--- src/rtl/cut_sequencer_param_if.sv ---
// Bus between the operator config/switch logic (master) and the cut
// sequencer (slave).
//   start/abort/hold      : operator controls
//   seg_len/num_seg_m1/layers : job configuration, captured on start
//   feed/cut              : actuator enables toward the drivers
//   busy/done             : job handshake
//   seg_idx/layer_cnt/feed_cnt : progress counters for display/debug
interface cut_sequencer_param_if #(
  parameter int LEN_W     = 8,
  parameter int NUM_SEG   = 4,
  parameter int SEG_IDX_W = 2,
  parameter int LAYER_W   = 4
);
  logic                       start;
  logic                       abort;
  logic                       hold;
  logic [NUM_SEG*LEN_W-1:0]   seg_len;
  logic [SEG_IDX_W-1:0]       num_seg_m1;
  logic [LAYER_W-1:0]         layers;
  logic                       feed;
  logic                       cut;
  logic                       busy;
  logic                       done;
  logic [SEG_IDX_W-1:0]       seg_idx;
  logic [LAYER_W-1:0]         layer_cnt;
  logic [LEN_W-1:0]           feed_cnt;

  modport master (
    output start, abort, hold, seg_len, num_seg_m1, layers,
    input  feed, cut, busy, done, seg_idx, layer_cnt, feed_cnt
  );

  modport slave (
    input  start, abort, hold, seg_len, num_seg_m1, layers,
    output feed, cut, busy, done, seg_idx, layer_cnt, feed_cnt
  );
endinterface

--- src/rtl/cut_sequencer_param.sv ---
// Parametrised cloth cut sequencer. For each layer it walks the active
// segment slots: feeds cloth for seg_len cycles (pausable with hold), then
// fires a PULSE_W-cycle cut. Zero-length slots are skipped without a cut.
// Ports:
//   CLK  : rising-edge clock
//   CLR  : asynchronous active-high clear
//   bus  : cut_sequencer_param_if slave (controls, config, actuator
//          enables, handshake and progress counters; all outputs registered)
module cut_sequencer_param #(
  parameter int LEN_W     = 8,
  parameter int NUM_SEG   = 4,
  parameter int SEG_IDX_W = 2,
  parameter int LAYER_W   = 4,
  parameter int PULSE_W   = 2
) (
  input  logic                  CLK,
  input  logic                  CLR,
  cut_sequencer_param_if.slave  bus
);

  localparam int PCNT_W = (PULSE_W > 1) ? $clog2(PULSE_W) : 1;

  localparam logic [1:0] S_IDLE = 2'd0;
  localparam logic [1:0] S_FEED = 2'd1;
  localparam logic [1:0] S_CUT  = 2'd2;
  localparam logic [1:0] S_DONE = 2'd3;

  logic [1:0]           state, st_n;
  logic [LEN_W-1:0]     seg_sh [NUM_SEG];
  logic [SEG_IDX_W-1:0] nseg_sh, nseg_clamped;
  logic [LAYER_W-1:0]   layers_sh;
  logic [PCNT_W-1:0]    pcnt_q, pcnt_n;
  logic                 feed_q, cut_q, busy_q, done_q;
  logic                 feed_n, cut_n, busy_n, done_n;
  logic [SEG_IDX_W-1:0] seg_q, seg_n;
  logic [LAYER_W-1:0]   lay_q, lay_n;
  logic [LEN_W-1:0]     fcnt_q, fcnt_n;
  logic                 latch, advance;

  // Segment/layer step taken at the end of a cut or a skipped slot.
  logic                 last_seg, adv_done;
  logic [SEG_IDX_W-1:0] adv_idx;
  logic [LAYER_W-1:0]   adv_layer;
  logic [LEN_W-1:0]     cur_len, adv_len;

  assign nseg_clamped = (int'(bus.num_seg_m1) > NUM_SEG - 1)
                        ? SEG_IDX_W'(NUM_SEG - 1) : bus.num_seg_m1;

  assign cur_len   = seg_sh[seg_q];
  assign last_seg  = (seg_q == nseg_sh);
  assign adv_idx   = last_seg ? '0 : seg_q + 1'b1;
  assign adv_layer = last_seg ? lay_q + 1'b1 : lay_q;
  assign adv_done  = last_seg && (adv_layer == layers_sh);
  assign adv_len   = seg_sh[adv_idx];

  // Outputs are computed for the cycle being entered, so the registers
  // below hold exactly what the actuators see; hold sampled at an edge
  // therefore decides whether the following FEED cycle is a fed one.
  always_comb begin
    // NOTE: every variable gets a default first so no path leaves it unassigned (no latch).
    st_n    = state;
    feed_n  = 1'b0;
    cut_n   = 1'b0;
    busy_n  = 1'b0;
    done_n  = 1'b0;
    seg_n   = seg_q;
    lay_n   = lay_q;
    fcnt_n  = fcnt_q;
    pcnt_n  = pcnt_q;
    latch   = 1'b0;
    advance = 1'b0;

    case (state)
      S_IDLE: begin
        if (bus.start && !bus.abort) begin
          latch  = 1'b1;
          seg_n  = '0;
          lay_n  = '0;
          fcnt_n = '0;
          if (bus.layers == '0) begin
            st_n   = S_DONE;
            done_n = 1'b1;
          end else begin
            st_n   = S_FEED;
            busy_n = 1'b1;
            feed_n = !bus.hold && (bus.seg_len[LEN_W-1:0] != '0);
          end
        end
      end
      S_FEED: begin
        busy_n = 1'b1;
        if (cur_len == '0) begin
          advance = 1'b1;
        end else if (feed_q) begin
          // This cycle was a fed one; the last fed cycle moves to CUT.
          if (fcnt_q == cur_len - 1'b1) begin
            st_n   = S_CUT;
            cut_n  = 1'b1;
            fcnt_n = '0;
            pcnt_n = '0;
          end else begin
            fcnt_n = fcnt_q + 1'b1;
            feed_n = !bus.hold;
          end
        end else begin
          feed_n = !bus.hold;
        end
      end
      S_CUT: begin
        if (pcnt_q == PCNT_W'(PULSE_W - 1)) begin
          advance = 1'b1;
        end else begin
          busy_n = 1'b1;
          cut_n  = 1'b1;
          pcnt_n = pcnt_q + 1'b1;
        end
      end
      S_DONE:  st_n = S_IDLE;
      default: st_n = S_IDLE;
    endcase

    if (advance) begin
      seg_n  = adv_idx;
      lay_n  = adv_layer;
      fcnt_n = '0;
      if (adv_done) begin
        st_n   = S_DONE;
        busy_n = 1'b0;
        done_n = 1'b1;
      end else begin
        st_n   = S_FEED;
        busy_n = 1'b1;
        feed_n = !bus.hold && (adv_len != '0);
      end
    end

    // Abort drops the actuators but leaves counters where they were.
    if (state != S_IDLE && bus.abort) begin
      st_n   = S_IDLE;
      feed_n = 1'b0;
      cut_n  = 1'b0;
      busy_n = 1'b0;
      done_n = 1'b0;
      seg_n  = seg_q;
      lay_n  = lay_q;
      fcnt_n = fcnt_q;
    end
  end

  always_ff @(posedge CLK or posedge CLR) begin
    if (CLR) begin
      // NOTE: the shadow config is tiny, so it is cleared too; nothing reads stale config after reset.
      state     <= S_IDLE;
      feed_q    <= 1'b0;
      cut_q     <= 1'b0;
      busy_q    <= 1'b0;
      done_q    <= 1'b0;
      seg_q     <= '0;
      lay_q     <= '0;
      fcnt_q    <= '0;
      pcnt_q    <= '0;
      nseg_sh   <= '0;
      layers_sh <= '0;
      for (int i = 0; i < NUM_SEG; i++) seg_sh[i] <= '0;
    end else begin
      // NOTE: non-blocking assignments so every register updates from pre-edge values.
      state  <= st_n;
      feed_q <= feed_n;
      cut_q  <= cut_n;
      busy_q <= busy_n;
      done_q <= done_n;
      seg_q  <= seg_n;
      lay_q  <= lay_n;
      fcnt_q <= fcnt_n;
      pcnt_q <= pcnt_n;
      if (latch) begin
        nseg_sh   <= nseg_clamped;
        layers_sh <= bus.layers;
        for (int i = 0; i < NUM_SEG; i++) seg_sh[i] <= bus.seg_len[i*LEN_W +: LEN_W];
      end
    end
  end

  assign bus.feed      = feed_q;
  assign bus.cut       = cut_q;
  assign bus.busy      = busy_q;
  assign bus.done      = done_q;
  assign bus.seg_idx   = seg_q;
  assign bus.layer_cnt = lay_q;
  assign bus.feed_cnt  = fcnt_q;

endmodule
--- src/flat_wrapper.sv ---
// flat-port wrapper written by rule: the top's interface ports become plain ports
module cut_sequencer_param_flat 
#(
  parameter int LEN_W     = 8,
  parameter int NUM_SEG   = 4,
  parameter int SEG_IDX_W = 2,
  parameter int LAYER_W   = 4,
  parameter int PULSE_W   = 2
)
  (CLK, CLR, bus_start, bus_abort, bus_hold, bus_seg_len, bus_num_seg_m1, bus_layers, bus_feed, bus_cut, bus_busy, bus_done, bus_seg_idx, bus_layer_cnt, bus_feed_cnt);
  cut_sequencer_param_if #(.LEN_W(LEN_W), .NUM_SEG(NUM_SEG), .SEG_IDX_W(SEG_IDX_W), .LAYER_W(LAYER_W)) bus_i ();
  input  logic CLK;
  input  logic CLR;
  input wire logic [$bits(bus_i.start)-1:0] bus_start;
  input wire logic [$bits(bus_i.abort)-1:0] bus_abort;
  input wire logic [$bits(bus_i.hold)-1:0] bus_hold;
  input wire logic [$bits(bus_i.seg_len)-1:0] bus_seg_len;
  input wire logic [$bits(bus_i.num_seg_m1)-1:0] bus_num_seg_m1;
  input wire logic [$bits(bus_i.layers)-1:0] bus_layers;
  output wire logic [$bits(bus_i.feed)-1:0] bus_feed;
  output wire logic [$bits(bus_i.cut)-1:0] bus_cut;
  output wire logic [$bits(bus_i.busy)-1:0] bus_busy;
  output wire logic [$bits(bus_i.done)-1:0] bus_done;
  output wire logic [$bits(bus_i.seg_idx)-1:0] bus_seg_idx;
  output wire logic [$bits(bus_i.layer_cnt)-1:0] bus_layer_cnt;
  output wire logic [$bits(bus_i.feed_cnt)-1:0] bus_feed_cnt;
  assign bus_i.start = bus_start;
  assign bus_i.abort = bus_abort;
  assign bus_i.hold = bus_hold;
  assign bus_i.seg_len = bus_seg_len;
  assign bus_i.num_seg_m1 = bus_num_seg_m1;
  assign bus_i.layers = bus_layers;
  assign bus_feed = bus_i.feed;
  assign bus_cut = bus_i.cut;
  assign bus_busy = bus_i.busy;
  assign bus_done = bus_i.done;
  assign bus_seg_idx = bus_i.seg_idx;
  assign bus_layer_cnt = bus_i.layer_cnt;
  assign bus_feed_cnt = bus_i.feed_cnt;
  cut_sequencer_param #(.LEN_W(LEN_W), .NUM_SEG(NUM_SEG), .SEG_IDX_W(SEG_IDX_W), .LAYER_W(LAYER_W), .PULSE_W(PULSE_W)) u_core (.CLK(CLK), .CLR(CLR), .bus(bus_i));
endmodule
--- config.mk ---
export PLATFORM = sky130hd
export DESIGN_NAME = cut_sequencer_param_flat
export DESIGN_NICKNAME = d
export VERILOG_FILES = /design/src/rtl/cut_sequencer_param_if.sv /design/src/rtl/cut_sequencer_param.sv /design/src/flat_wrapper.sv
export SDC_FILE = /design/constraint.sdc
export NUM_CORES = 1
export LEC_CHECK = 0
export CAP_MARGIN = 25
export CORE_ASPECT_RATIO = 2
export CORE_MARGIN = 4
export CORE_UTILIZATION = 54
export CTS_CLUSTER_DIAMETER = 40
export DETAILED_ROUTE_END_ITERATION = 12
export MAX_ROUTING_LAYER = met4
export PLACE_DENSITY = 0.84
export SYNTH_ARGS = -nofsm -noshare
export SYNTH_HDL_FRONTEND = slang
export SYNTH_SLANG_ARGS = --single-unit
--- constraint.sdc ---
create_clock -name CLK -period 4.8 [get_ports CLK]
set_clock_uncertainty 0.2 [all_clocks]
set_input_delay 0.96 -clock CLK [delete_from_list [all_inputs] [get_ports CLK]]
set_output_delay 0.96 -clock CLK [all_outputs]
set_load 0.02 [all_outputs]
Word level (Yosys, flattened, before mapping)
Index checks and enable logic that the tools add are counted.
{ "word_totals": {"in_bits": 43, "out_inout_bits": 18, "ff_bits": 59} }
{ "op_classes": {"n_eq_ne": 16, "order_cmp": 2, "bitwise_logic": 3, "add_sub_neg": 5, "n_reduce_logical": 22, "mux": 66} }
{ "ops": {"columns": ["operator", "count"], "rows": [
  ["$mux 8", 9],
  ["$bmux 8 s2", 2],
  ["$mux 1", 32],
  ["$mux 2", 12],
  ["$mux 4", 4],
  ["$pmux 8 s2", 1],
  ["$reduce_bool 8->1", 2],
  ["$ne 4x1->1 const B", 3],
  ["$reduce_and 5->1", 2],
  ["$add 8x1->8 const B", 1],
  ["$eq 8x8->1", 1],
  ["$logic_not 8->1", 1],
  ["$pmux 1 s2", 4],
  ["$reduce_bool 2->1", 4],
  ["$sub 8x1->8 const B", 1],
  ["$ge 3x3->1 const B", 2],
  ["$ne 3x1->1 const B", 2],
  ["$not 2->3", 2],
  ["$pmux 2 s3", 1],
  ["$logic_and 1x1->1", 5],
  ["$reduce_bool 5->1", 1],
  ["$add 4x1->4 const B", 1],
  ["$eq 2x2->1 const B", 2],
  ["$eq 4x4->1", 1],
  ["16 further kinds", 18]
]} }

Logic depth before layout (Yosys ltp)
{ "logic_depth": {"ltp_word": 13, "depth_mapped": 13} }

Least setup slack after synthesis
Ideal clock, no wire load.
{ "synth_path": {"path_kind": "register to register", "startpoint": "reg u_core.seg_q[0], in the netlist u_core.bus.seg_idx[0]", "endpoint": "reg u_core.fcnt_q[2], in the netlist u_core.bus.feed_cnt[2]", "arrival_time_ps": 3227, "setup_time_ps": 142, "stages_incl_launch_ff": 13, "slack_ps": 1230, "required_time_ps": 4458, "cell_sequence": "dfrtp_1 > buf_6 > mux4_2 > inv_1 > ha_1 > nand2_1 > or3_1 > a2111oi_4 > o21ai_2 > and3_1 > buf_2 > nand2_1 > o311ai_2"} }
{ "synth_via": {"elab_chain_cells": 11, "word_cells_on_any_way": 19} }
{ "synth_lines": {"columns": ["item", "line_no", "source"], "rows": [
  ["start: declaration", "cut_sequencer_param.sv:35", "logic [SEG_IDX_W-1:0] seg_q, seg_n;"],
  ["start signal: assignment", "cut_sequencer_param.sv:172", "seg_q <= seg_n;"],
  ["$not 2->3 (not written as such) (*)", "cut_sequencer_param.sv:49", "assign cur_len = seg_sh[seg_q];"],
  ["$bmux 8 s2 (*)", "cut_sequencer_param.sv:49", null],
  ["$mux 8 (not written as such) (*) (2 in series)", "cut_sequencer_param.sv:49", null],
  ["$sub 8x1->8", "cut_sequencer_param.sv:96", "if (fcnt_q == cur_len - 1'b1) begin"],
  ["$eq 8x8->1", "cut_sequencer_param.sv:96", null],
  ["$mux 8", "cut_sequencer_param.sv:96", null],
  ["$mux 8", "cut_sequencer_param.sv:94", "end else if (feed_q) begin"],
  ["$mux 8", "cut_sequencer_param.sv:92", "if (cur_len == '0) begin"],
  ["$pmux 8 s2", "cut_sequencer_param.sv:73", "case (state)"],
  ["$mux 8", "cut_sequencer_param.sv:122", "if (advance) begin"],
  ["end signal: assignment", "cut_sequencer_param.sv:174", "fcnt_q <= fcnt_n;"],
  ["end: declaration", "cut_sequencer_param.sv:37", "logic [LEN_W-1:0] fcnt_q, fcnt_n;"]
]} }
Every way passes the cells marked *; elsewhere a longest branch is shown, timed or not. The select of a mux whose other input is x is not followed.
A chain may end at the register's enable or synchronous reset.

Worst setup path in the final report
{ "layout_path": {"startpoint": "reg u_core.seg_q[1], in the netlist u_core.bus.seg_idx[1]", "endpoint": "reg u_core.lay_q[3], in the netlist u_core.bus.layer_cnt[3]"} }
{ "layout_via": {"elab_chain_cells": 9, "word_cells_on_any_way": 13} }
{ "layout_lines": {"columns": ["item", "line_no", "source"], "rows": [
  ["$not 2->3 (not written as such)", "cut_sequencer_param.sv:49", null],
  ["$bmux 8 s2", "cut_sequencer_param.sv:49", null],
  ["$mux 8 (not written as such) (2 in series)", "cut_sequencer_param.sv:49", null],
  ["$logic_not 8->1", "cut_sequencer_param.sv:92", null],
  ["$mux 1", "cut_sequencer_param.sv:92", null],
  ["$pmux 1 s2", "cut_sequencer_param.sv:73", null],
  ["$reduce_bool 2->1 (no source line)", null, null],
  ["$reduce_and 3->1 (no source line)", null, null],
  ["end signal: assignment", "cut_sequencer_param.sv:173", "lay_q <= lay_n;"],
  ["end: declaration", "cut_sequencer_param.sv:36", "logic [LAYER_W-1:0] lay_q, lay_n;"]
]} }
Parallel ways exist; a longest one is shown, timed or not. The select of a mux whose other input is x is not followed.

==> results.md <==
Global routing:
- The first-pass GRT wire length is 15.8 mm.
- Entering global routing, the biggest net connects 41 pins.
- The number of antenna violations at the first check in global routing is 0.
- The number of global-route vias before repair was 3,300.
- Global routing consumed, over all layers together, 26.5% of the routing resources.
- The overflow left after global routing is 0.

Timing:
- The slew of the pin with the lowest slew margin is 677 ps.
- Subtracting the final worst setup slack from the clock period gives 3860 ps.
- The max-slew violation total from the final report is 0.
- Setup repair after global routing left no endpoint under its margin.
- The aggregate negative setup slack is 0 ps.
- The final critical path takes up 80.5% of the cycle.
- The fmax is 259 MHz.
- The hold violation total from the final report is 0.
- The total of endpoints with negative setup slack in the final report is 0.
- Headroom to the max-slew limit came out at 54.8%.

Power and ir drop:
- In this run the static leakage power is 1.98 nW.
- The maximum vdd ir drop is 0.000361 V.
- The total design power is 3.19 mW.
- Power spread over the standard cell area amounts to 701 nW/um^2.

Floorplan:
- The die area is 8070 um^2.
- Pin placement for this block handled 61 I/O pins.
- The initial utilization of the core area, before any placement, comes to 56.2%.
- The floorplan step set the die width to 65.5 um.
- The floorplan core area is 6360 um^2.
- Row generation in the floorplan step produced 41 rows.
- The vertical die dimension is 123 um.

Setup path:
- Of all nets on the critical path, the largest fanout is 18.
- Tracing the worst setup path back leads to its startpoint at u_core.bus.seg_idx[1].
- The maximum single-stage delay on the critical path is 760 ps.
- The depth of the most critical reg-to-reg path is 10.
- The end point of the critical path is u_core.bus.layer_cnt[3].
- For the worst setup path, the data required time is 4800 ps.
- The worst register-to-register path has a setup slack of 940 ps.
- The worst setup path is captured at a register.
- The signal on the critical path passes through mux4_2 > inv_1 > ha_1 > nand2_1 > or3_1 > a2111oi_4 > o21a_1 > nor2_1 > o21ai_1 > o41ai_1.
- The cell count along the critical path is 10.
- Counting both buffers and inverters, the worst setup path holds a total of 1.
- The kind of launch point of the worst setup path is a register.
- The cell family with the largest share of critical-path delay is compound AO/OA/AOI/OAI gates.
- Data arrives at the worst endpoint at 3860 ps.
- The capture point of the worst reg-to-reg path is u_core.bus.layer_cnt[3].
- By startpoint and endpoint, the worst setup path is classified as register to register.
- The cell with the largest stage delay on the worst path is dfrtp_1.
- The startpoint of the most critical register-to-register path is u_core.bus.seg_idx[1].

Route:
- The detailed router finished its first iteration with 254 violations.
- The via density per instance is 5.81.
- For this run, the detailed router's first-pass iteration total came to 4.
- The post-detailed-route DRC marker count is 0.
- The routed wire length is 9.25 mm.
- In this run the remaining antenna-violating nets after routing total 0.
- Across all layers, the routed design uses 3,215 vias.
- In the final routed layout, each cell accounts on average for 16.7 um.

Synth:
- Of all flip-flops after synthesis, the portion carrying an async set or reset was 100%.
- The gate count of the mapped netlist is 404.
- The top cell type by total area after synthesis is dfrtp_1.
- Each instance of the synthesized netlist takes up on average 8.85 um^2.
- By area the synthesized netlist is led by dfrtp_1, nand2_1, mux4_2.
- In the synthesized netlist the dominant register cell turns out to be dfrtp_1.
- When the netlist entered floorplanning its net count stood at 454.
- The synthesized design contains 0 enable-type register cells.
- The sequential element share of the synthesized area is 41.3%.
- The share of synthesized area in the top cell type comes to 41.3%.
- During synthesis, Yosys emitted a total of 0 warnings.
- The number of distinct standard cells referenced by the synthesized netlist is 60.
- After synthesis the cells add up to 3580 um^2.
- Synthesis inferred 59 register bits.

Clock network:
- The TritonCTS clock tree is built.
- No sink is reached through more buffers than the 2 on the longest clock path.
- The number of clock buffers added by TritonCTS is 9.
- Clock latency on the worst-skew pair, taken at its later pin, is 330 ps.
- The count of H-tree levels built during CTS is 3.
- The cell sitting at the root of the clock tree is a clkbuf_16.
- The number of hold buffers added after cts is 0.
- The count of clock tree sinks is 59.
- The number of gates resized after CTS was 0.
- The clock-pin transition on the worst setup and hold timing paths is 50 ps.
- Post-CTS timing repair inserted 0 buffers for setup.

Placed design:
- After detailed placement, the design holds a cell count of 538.
- The post-DP HPWL is 6.82 mm.
- The global placement routability congestion is 0.921.
- After detailed placement, the total cell area comes to 4240 um^2.
- The count of buffers from port buffering is 60.

Layout:
- The number of fillers in the final layout is 522.
- The repair_antennas step left the layout with diodes totalling 0.
- The sequential cells in the finished layout cover a total of 1480 um^2.
- Relative to the synthesized area, the layout overhead comes to 27.3%.
- In the final layout, the multi-input gates occupy 1990 um^2.
- In the final design database the tool counted 513 nets.
- The area of all placed cells without fillers is 4550 um^2.
- The finished layout holds 553 standard cells, fillers aside.
- The post-route netlist has 9.64% of its cells at a drive strength greater than 1.

Min path:
- The path class of the tightest hold or removal check is register to register.

Job:
- The number of violations of the max-capacitance limit is 0.

Run status:
- The flow ran to the end, and the final reports show no timing, DRC or antenna violations.
-- synthesized netlist by cell type (2+ instances only) --
master	n
mux2_1	2
o21ai_0	14
o2111ai_1	3
nand2_1	143
o21ai_1	8
ha_1	7
nor4_1	9
or3_1	4
o311ai_2	2
xnor2_1	15
nor3_1	7
or4_1	3
xor2_1	4
buf_6	2
buf_2	3
dfrtp_1	59
clkbuf_1	9
and3_1	6
a21oi_1	9
mux2i_1	4
nand3_1	8
inv_1	9
o211ai_1	5
buf_1	2
nand4_1	2
nor2_1	14
a31oi_1	5
or2_2	3
a211oi_1	2
nand2b_1	4
mux4_2	7
o21ai_2	2
-- stage by stage --
step | hold slack (ps) | utilization (%) | setup slack, ps
3_5_place_dp | 283 | 66.6 | 997
6_report | 294 | 71.6 | 937
2_1_floorplan | 251 | - | 1230
4_1_cts | 295 | 71.6 | 953
3_3_place_gp | 279 | 66.6 | 1090
5_1_grt | 308 | 71.6 | 742
-- metal layers --
metal	GRT usage (%)	vias to the layer above	part of all wire (%)	routed length, um
met5	-	-	0	0
met1	29.6	1526	37	3440
met3	3.73	47	4.4	407
li1	-	1533	-	-
met2	42.9	109	52	4860
met4	18.7	0	5.9	546
-- area by class of cell --
| cell class | count | share of cell area [%] |
|---|---|---|
| Sequential cell | 59 | 32.4 |
| Timing Repair Buffer | 64 | 13.9 |
| Tap cell | 86 | 2.36 |
| Clock inverter | 1 | 0.660 |
| Multi-Input combinational cell | 320 | 43.7 |
| Clock buffer | 14 | 6.24 |
| Inverter | 9 | 0.742 |
-- logic make-up (layout without fill, tap and decap cells) --
group           after synthesis  after routing  synth area share (%)
buf+inv                      25             88                  3.15
xor+xnor                     20             20                  5.42
mux                          15             15                  7.21
simple gates                214            214                  27.1
flops                        59             59                  41.3
fa+ha+maj                     7              7                  2.45
compound gates               64             64                  13.4
-- placed cells by master, fill, tap and decap left out, types with 5 or more instances in the layout --
cell / n
nand3_1: 8
nor2_1: 13
clkdlybuf4s50_1: 60
o21ai_1: 8
inv_1: 8
nor4_1: 9
nand2_1: 143
mux4_2: 7
o211ai_1: 5
xnor2_1: 15
clkbuf_16: 9
o21ai_0: 14
dfrtp_1: 59
a21oi_1: 9
nor3_1: 7
and3_1: 6
a31oi_1: 5
ha_1: 7
-- flip-flops by register name (all words and copies together), names as in the netlist --
register,flops
u_core.seg_sh,32
u_core.bus.feed_cnt,8
u_core.layers_sh,4
u_core.bus.seg_idx,2
u_core.bus.cut,1
u_core.state,2
u_core.bus.busy,1
u_core.bus.layer_cnt,4
u_core.bus.feed,1
u_core.bus.done,1
u_core.pcnt_q,1
u_core.nseg_sh,2
-- worst register-to-register path, cell delays in order (launching register included) --
cell and delay (ps):
dfrtp_1 760, mux4_2 490, inv_1 90, ha_1 220, nand2_1 90, or3_1 470, a2111oi_4 630, o21a_1 350
nor2_1 160, o21ai_1 180, o41ai_1 90
-- how the worst min path moves through the flow --
| stage | from | end | cells after the start |
|---|---|---|---|
| global placement | u_core.seg_sh[21] | u_core.seg_sh[21] | 2 |
| CTS | u_core.seg_sh[20] | u_core.seg_sh[20] | 2 |
| finish | u_core.seg_sh[20] | u_core.seg_sh[20] | 2 |
| detailed placement | u_core.seg_sh[20] | u_core.seg_sh[20] | 2 |
| global route | u_core.layers_sh[0] | u_core.layers_sh[0] | 2 |
| floorplan | u_core.seg_sh[20] | u_core.seg_sh[20] | 2 |
-- power breakdown --
part	internal [mW]	leakage, nW	switching, mW	total (mW)
Combinational	0.676	1.07	0.902	1.58
Clock	0.455	0.155	0.213	0.667
Sequential	0.705	0.752	0.242	0.946
Total	1.84	1.98	1.36	3.19
Power figures use the tool's default switching activity.
